## src/rtl/shuffle_ctrl.sv

```systemverilog
// shuffle_ctrl: issues load shuffle-info commands and retires requests in order once every lane has taken all beats
module shuffle_ctrl #(
    parameter int unsigned NrLanes   = 4,
    parameter int unsigned MaxBeats  = 64,
    parameter int unsigned OutstDep  = 4,
    parameter int unsigned ReqIdBits = 4,
    parameter int unsigned SetBits   = 6,
    parameter int unsigned OffBits   = 2,
    localparam int unsigned BW = $clog2(MaxBeats) + 1,
    localparam int unsigned CW = $clog2(MaxBeats)
) (
    input  logic                 clk_i,
    input  logic                 rst_i,
    input  logic                 req_valid_i,
    output logic                 req_ready_o,
    input  logic [ReqIdBits-1:0] req_id_i,
    input  logic [1:0]           req_mode_i,
    input  logic [1:0]           req_eew_i,
    input  logic [4:0]           req_vd_i,
    input  logic [15:0]          req_vstart_i,
    input  logic                 req_vm_i,
    input  logic [BW-1:0]        req_nr_beats_i,
    input  logic [SetBits-1:0]   req_vaddr_set_i,
    input  logic [OffBits-1:0]   req_vaddr_off_i,
    output logic                 shf_valid_o,
    input  logic                 shf_ready_i,
    output logic [ReqIdBits-1:0] shf_req_id_o,
    output logic [1:0]           shf_mode_o,
    output logic [1:0]           shf_eew_o,
    output logic [4:0]           shf_vd_o,
    output logic [15:0]          shf_vstart_o,
    output logic                 shf_vm_o,
    output logic [SetBits-1:0]   shf_vaddr_set_o,
    output logic [OffBits-1:0]   shf_vaddr_off_o,
    output logic [CW-1:0]        shf_cmt_cnt_o,
    input  logic [NrLanes-1:0]   lane_fire_i,
    output logic                 done_valid_o,
    input  logic                 done_ready_i,
    output logic [ReqIdBits-1:0] done_req_id_o,
    output logic                 busy_o
);
    localparam int unsigned PW = $clog2(OutstDep);
    localparam int unsigned LW = $clog2(OutstDep * MaxBeats) + 1;

    logic [PW:0]           wr_ptr, rd_ptr;
    logic [ReqIdBits-1:0]  oq_id [OutstDep];
    logic [BW-1:0]         oq_nb [OutstDep];
    logic [LW-1:0]         lane_cnt [NrLanes];
    logic [LW-1:0]         oq_sum;
    logic [BW-1:0]         head_nb;
    logic                  oq_empty, oq_full, req_fire, lanes_ok, cmpl;

    assign oq_empty    = wr_ptr == rd_ptr;
    assign oq_full     = wr_ptr == {~rd_ptr[PW], rd_ptr[PW-1:0]};
    assign head_nb     = oq_nb[rd_ptr[PW-1:0]];
    assign req_ready_o = !oq_full && (!shf_valid_o || shf_ready_i);
    assign req_fire    = req_valid_i && req_ready_o;
    assign cmpl        = !oq_empty && lanes_ok && (!done_valid_o || done_ready_i);
    assign busy_o      = !oq_empty || shf_valid_o || done_valid_o;

    always_comb begin
        lanes_ok = 1'b1;
        for (int l = 0; l < NrLanes; l++) lanes_ok &= lane_cnt[l] >= LW'(head_nb);
    end

    always_ff @(posedge clk_i) begin
        if (req_fire) begin
            oq_id[wr_ptr[PW-1:0]] <= req_id_i;
            oq_nb[wr_ptr[PW-1:0]] <= req_nr_beats_i;
        end
    end

    always_ff @(posedge clk_i) begin
        if (rst_i) begin
            wr_ptr          <= '0;
            rd_ptr          <= '0;
            oq_sum          <= '0;
            shf_valid_o     <= 1'b0;
            shf_req_id_o    <= '0;
            shf_mode_o      <= '0;
            shf_eew_o       <= '0;
            shf_vd_o        <= '0;
            shf_vstart_o    <= '0;
            shf_vm_o        <= 1'b0;
            shf_vaddr_set_o <= '0;
            shf_vaddr_off_o <= '0;
            shf_cmt_cnt_o   <= '0;
            done_valid_o    <= 1'b0;
            done_req_id_o   <= '0;
            for (int l = 0; l < NrLanes; l++) lane_cnt[l] <= '0;
        end else begin
            shf_valid_o  <= req_fire || (shf_valid_o && !shf_ready_i);
            done_valid_o <= cmpl || (done_valid_o && !done_ready_i);
            if (req_fire) begin
                wr_ptr          <= wr_ptr + (PW + 1)'(1);
                shf_req_id_o    <= req_id_i;
                shf_mode_o      <= req_mode_i;
                shf_eew_o       <= req_eew_i;
                shf_vd_o        <= req_vd_i;
                shf_vstart_o    <= req_vstart_i;
                shf_vm_o        <= req_vm_i;
                shf_vaddr_set_o <= req_vaddr_set_i;
                shf_vaddr_off_o <= req_vaddr_off_i;
                shf_cmt_cnt_o   <= CW'(req_nr_beats_i - BW'(1));
            end
            if (cmpl) begin
                rd_ptr        <= rd_ptr + (PW + 1)'(1);
                done_req_id_o <= oq_id[rd_ptr[PW-1:0]];
            end
            // beats taken this cycle and the retired head's share apply together so no beat is lost
            oq_sum <= oq_sum + (req_fire ? LW'(req_nr_beats_i) : '0) - (cmpl ? LW'(head_nb) : '0);
            for (int l = 0; l < NrLanes; l++)
                lane_cnt[l] <= lane_cnt[l] + LW'(lane_fire_i[l]) - (cmpl ? LW'(head_nb) : '0);
            assert (!(oq_empty && |lane_fire_i)) else $error("lane beat accepted with no outstanding request");
            if (req_fire)
                assert (req_nr_beats_i != '0 && req_nr_beats_i <= BW'(MaxBeats)) else $error("request beat count out of range");
            for (int l = 0; l < NrLanes; l++)
                assert (lane_cnt[l] <= oq_sum) else $error("lane counter ahead of outstanding beats");
        end
    end
endmodule

```

## config.mk

```make
export PLATFORM = sky130hd
export DESIGN_NAME = shuffle_ctrl
export DESIGN_NICKNAME = d
export VERILOG_FILES = /design/src/rtl/shuffle_ctrl.sv
export SDC_FILE = /design/constraint.sdc
export NUM_CORES = 1
export LEC_CHECK = 0
export ABC_CLOCK_PERIOD_IN_PS = 9350
export CORE_AREA = 5 5 179 181
export CTS_BUF_LIST = sky130_fd_sc_hd__clkbuf_2
export CTS_CLUSTER_DIAMETER = 80
export DETAILED_ROUTE_END_ITERATION = 7
export DIE_AREA = 0 0 184 186
export PLACE_DENSITY_LB_ADDON = 0.25
export SLEW_MARGIN = 25
export SYNTH_ARGS = -nofsm -noshare
export SYNTH_HDL_FRONTEND = slang
export SYNTH_SLANG_ARGS = --single-unit
```

## constraint.sdc

```tcl
create_clock -name clk_i -period 9.35 [get_ports clk_i]
set_input_delay 1.87 -clock clk_i [delete_from_list [all_inputs] [get_ports clk_i]]
set_output_delay 1.87 -clock clk_i [all_outputs]
set_load 0.005 [all_outputs]
```

# After elaboration in Yosys (flattened, before gate mapping)
# Memory sizes are Yosys's and may differ from the RTL's. A register that Yosys moved wholly into a read port is not among the register bits.
# Cells that the tools add are included.
[op_classes] n_lt_le_gt_ge=4 eq_ne=2 n_reduce_logical=18 n_bitwise=8 n_addsub=11 muxes=12
[op_table] cell="$add A9 B1 Y9" count=4
[op_table] cell="$ge A9 B7 Y1" count=4
[op_table] cell="$mux W9" count=4
[op_table] cell="$sub A9 B9 Y9" count=3
[op_table] cell="$sub A9 B7 Y9" count=1
[op_table] cell="$mux W7" count=1
[op_table] cell="$add A3 B1 Y3 const B" count=2
[op_table] cell="$eq A3 B3 Y1" count=2
[op_table] cell="$logic_and A1 B1 Y1" count=6
[op_table] cell="$logic_not A1 Y1" count=6
[op_table] cell="$logic_or A1 B1 Y1" count=6
[op_table] cell="$sub A6 B1 Y6 const B" count=1
[op_table] cell="$mux W1" count=5
[op_table] cell="$mux W2" count=2
[op_table] cell="$or A1 B1 Y1" count=4
[op_table] cell="$and A1 B1 Y1" count=3
[op_table] cell="$not A1 Y1" count=1
[word_totals] register_bits=52 n_memories=3 ramBits=80 out_inout_bits=52 input_bits=54
[mem_list] memory="lane_cnt" words=4 word_bits=9 rd=4 rd_ports_with_merged_regs=0 wr=4 line_no="48" source="logic [LW-1:0] lane_cnt [NrLanes];"
[mem_list] memory="oq_nb" words=4 word_bits=7 rd=1 rd_ports_with_merged_regs=1 wr=1 line_no="47" source="logic [BW-1:0] oq_nb [OutstDep];"
[mem_list] memory="oq_id" words=4 word_bits=4 rd=1 rd_ports_with_merged_regs=1 wr=1 line_no="46" source="logic [ReqIdBits-1:0] oq_id [OutstDep];"

# Depth between registers and ports, before layout
[depth] ltp_word=9 depth_mapped=19 depth_no_buf=17

# Worst setup path before layout
# OpenSTA, ideal clock, no wires.
[synth_timing] path_kind="register to register" start="register (tool-made name)" end="memory lane_cnt[2][8] (netlist bit)" arrival_time_ns=4.887 stages_incl_launch_ff=19 n_path_buf=2 setup_time_ns=0.121 path_slack_ns=4.343 required_time_ns=9.229 path_cell_list="dfxtp_1 > buf_2 > mux4_2 > ha_1 > nand2b_1 > a21oi_1 > o311ai_0 > a222oi_1 > and2_1 > buf_4 > nand2_1 > ha_1 > fa_1 > a21o_1 > a21oi_1 > o21bai_1 > a2111oi_0 > or3_1 > mux2_2"
[synth_lines] item="to (decl)" line_no="48"

==> results.yml <==
outcome:
  status: "complete, no violations"
logic_synthesis:
  ys.flop_type: "dfxtp_1"
  avgSynthCellArea_um2: 10.3
  synthCells: 698
  syn_nets: 854
  synth_warnings: 0
  yosysSeqAreaShare_pct: 44.8
  synth_edf_count: 44
  synth.ff_latch_count: 138
  synthArstFlopShare_pct: 0
  synth_area_um2: 7160
  ys_types: 46
worst_setup_path:
  start_kind: "register"
  crit_family: "compound AO/OA/AOI/OAI gates"
  crit_buf_inv: 1
  slowest_delay_ns: 0.72
  crit_chain: "mux4_2 > ha_1 > nand3_1 > nor3_1 > o21ai_0 > a222oi_1 > buf_4 > and2_1 > nand2_1 > ha_1 > fa_1 > a21o_1 > a21oi_1 > o21bai_1 > a2111oi_0 > or3_1 > mux2_2"
  worstSetupPathType: "register to register"
  worst_setup_path_end_kind: "register"
  crit_path_top_delay_cell: "mux4_2"
  cp_common_cell: "ha_1"
  crit_required_ns: 9.95
  cp_max_fo: 16
  worstPathArrival_ns: 6.38
clocking:
  cts_resized: 0
  clk_latency_ns: 0.71
  cts-hold-fix-buffers: 0
  tritoncts: "built"
  cts.reportedPaths.clkPinSlew_ns: 0.22
  clockBufferDepth: 2
  post_cts.repair.setup_buffers: 0
  clockRootBuffer: "clkbuf_2"
  cts_made_buffers: 17
  cts.sinks: 138
  htreeDepth: 4
die:
  core_um2: 30300
  dieArea_um2: 34200
  start_util_pct: 23.6
  io_pins: 106
  die_y_um: 186
  die_x_um: 184
  std_cell_rows: 64
global_routing:
  antenna_found_initial: 0
  grt_max_degree: 91
  grt_pass1_wl_um: 28600
  grt_pass1_vias: 5331
  gr-total-overflow: 0
  grtUsageTotal_pct: 10.6
min_path:
  min_path_type: "register to register"
timing:
  post-route-min-period_ns: 5.78
  worstMarginPinSlew_ns: 0.764
  hold_viol_final: 0
  drv_slew: 0
  fmax_mhz: 173
  setup_violations: 0
  fin_skew_ns: 0.0446
  min_period_over_period_pct: 61.9
  slew_headroom_pct: 49.1
  rsz0062_at_grt: "no"
  fin_tns_setup_ns: 0
drt:
  drt-total-wl_um: 17700
  routed_via_density: 4.26
  vias: 5140
  ant_nets: 0
  wl_per_cell_um: 14.7
  drc: 0
  drt_iter0_markers: 206
  first_pass_iters: 4
final_layout:
  fillers: 3186
  ff_latch_area_um2: 3200
  layout.cells.most_common_list: "104 x clkdlybuf4s50_1, 98 x ha_1, 94 x nand2_1, 94 x dfxtp_1, 67 x a21oi_1"
  finalNonFillerCells: 1207
  drive_above_1_share_pct: 7.77
  utilization_pct: 29.3
  layout.nets: 955
  multi_input_area_um2: 3710
  layout_commonest_cell: "clkdlybuf4s50_1"
  syn_to_final_growth_pct: 23.7
  num_antenna_cells: 0
placement:
  gp_congestion: 0.775
  numPortBuffers: 105
  dp_cells: 1176
  dp_hpwl_um: 12700
flow_run:
  drv_cap: 0
pwr:
  leakage_nw: 3.44
  ir_drop_uv: 96.7
  p_per_area_nw_per_um2: 253
==> per-stage QoR <==
stage	worst slack, ns	cell area [um^2]	total power, mW	hold slack (ns)
4_1_cts	3.50	8850	2.28	0.473
3_3_place_gp	3.37	8610	1.88	0.441
3_5_place_dp	3.33	8610	1.88	0.448
6_report	3.57	8850	2.24	0.469
5_1_grt	2.99	8850	2.47	0.489
2_1_floorplan	4.34	7160	1.62	0.453
==> synthesized netlist by cell type, drive strengths merged, types with 4 or more instances <==
| master | n | share of area (%) |
|---|---|---|
| ha | 98 | 17 |
| dfxtp | 94 | 26 |
| nand2 | 94 | 4.9 |
| a21oi | 67 | 4.7 |
| nor2 | 58 | 3.0 |
| edfxtp | 44 | 18 |
| inv | 32 | 1.7 |
| xnor2 | 23 | 2.8 |
| nor2b | 19 | 1.7 |
| clkbuf | 15 | 0.79 |
| nor3 | 14 | 0.98 |
| nand3 | 13 | 0.98 |
| buf | 12 | 0.93 |
| mux4 | 11 | 3.5 |
| xor2 | 10 | 1.2 |
| a21o | 9 | 0.94 |
| a2111oi | 8 | 0.98 |
| mux2 | 8 | 1.3 |
| o21bai | 8 | 0.84 |
| a211oi | 7 | 0.73 |
| o21ai | 7 | 0.49 |
| and3 | 6 | 0.52 |
| a21bo | 5 | 0.70 |
| or3 | 5 | 0.44 |
| fa | 4 | 1.1 |
| nand2b | 4 | 0.35 |
==> final timing paths <==
kind,startpoint,to,slack [ns],cells after the start
setup / recovery,register,lane_cnt[2][8]$_SDFF_PP0_,3.57,17
hold / removal,shf_vd_o[0]$_SDFFE_PP0P_,shf_vd_o[0]$_SDFFE_PP0P_,0.47,2
setup reg to reg,register,lane_cnt[2][8]$_SDFF_PP0_,3.57,17
hold reg to reg,shf_vd_o[0]$_SDFFE_PP0P_,shf_vd_o[0]$_SDFFE_PP0P_,0.47,2
==> per-layer routing <==
| metal | routed length, um | track usage [%] | vias up |
|---|---|---|---|
| li1 | - | - | 2664 |
| met1 | 8440 | 13.7 | 2346 |
| met2 | 7750 | 16.5 | 113 |
| met3 | 1300 | 4.48 | 17 |
| met4 | 233 | 2.78 | 0 |
| met5 | 0 | 0 | - |
==> final cells by class <==
class | instances | share of cell area, %
repair buffers | 109 | 12.2
clock buffers | 19 | 1.07
inverters | 32 | 1.36
clock inverters | 12 | 1.65
well taps | 396 | 5.60
flip-flops and latches | 138 | 36.2
multi-input cells | 501 | 41.9
==> state kept, by name, indices dropped and copies added (netlist names), named ones only <==
name             flops
rd_ptr               3
shf_vd_o             5
shf_cmt_cnt_o        6
done_req_id_o        4
shf_vm_o             1
shf_vaddr_off_o      2
shf_vaddr_set_o      6
shf_eew_o            2
wr_ptr               3
shf_valid_o          1
oq_nb               28
shf_mode_o           2
shf_vstart_o        16
lane_cnt            36
oq_id               16
shf_req_id_o         4
done_valid_o         1
==> report_power, final <==
part           switching, mW  internal [mW]
clock                  0.230          0.150
combinational          0.557          0.537
sequential            0.0538          0.711
total                  0.842           1.40
==> worst register-to-register path, stage by stage, from the launching register on <==
cell	delay, ns
dfxtp_1	0.67
mux4_2	0.72
ha_1	0.34
nand3_1	0.10
nor3_1	0.21
o21ai_0	0.11
a222oi_1	0.32
buf_4	0.29
and2_1	0.43
nand2_1	0.26
ha_1	0.39
fa_1	0.46
a21o_1	0.19
a21oi_1	0.23
o21bai_1	0.11
a2111oi_0	0.38
or3_1	0.17
mux2_2	0.32
==> cell families (layout without fill, tap and decap cells) <==
group                    Yosys count  in the layout  share of synthesized area (%)
XOR/XNOR                          33             33                           4.04
adder cells (fa/ha/maj)          102            102                           18.3
AND/OR/NAND/NOR                  222            222                           13.9
AO/OA/AOI/OAI                    125            125                           11.0
buffers and inverters             59            172                           3.39
multiplexers                      19             19                           4.72
flip-flops                       138            138                           44.8
Note: power is estimated with default switching activity, not from simulation.
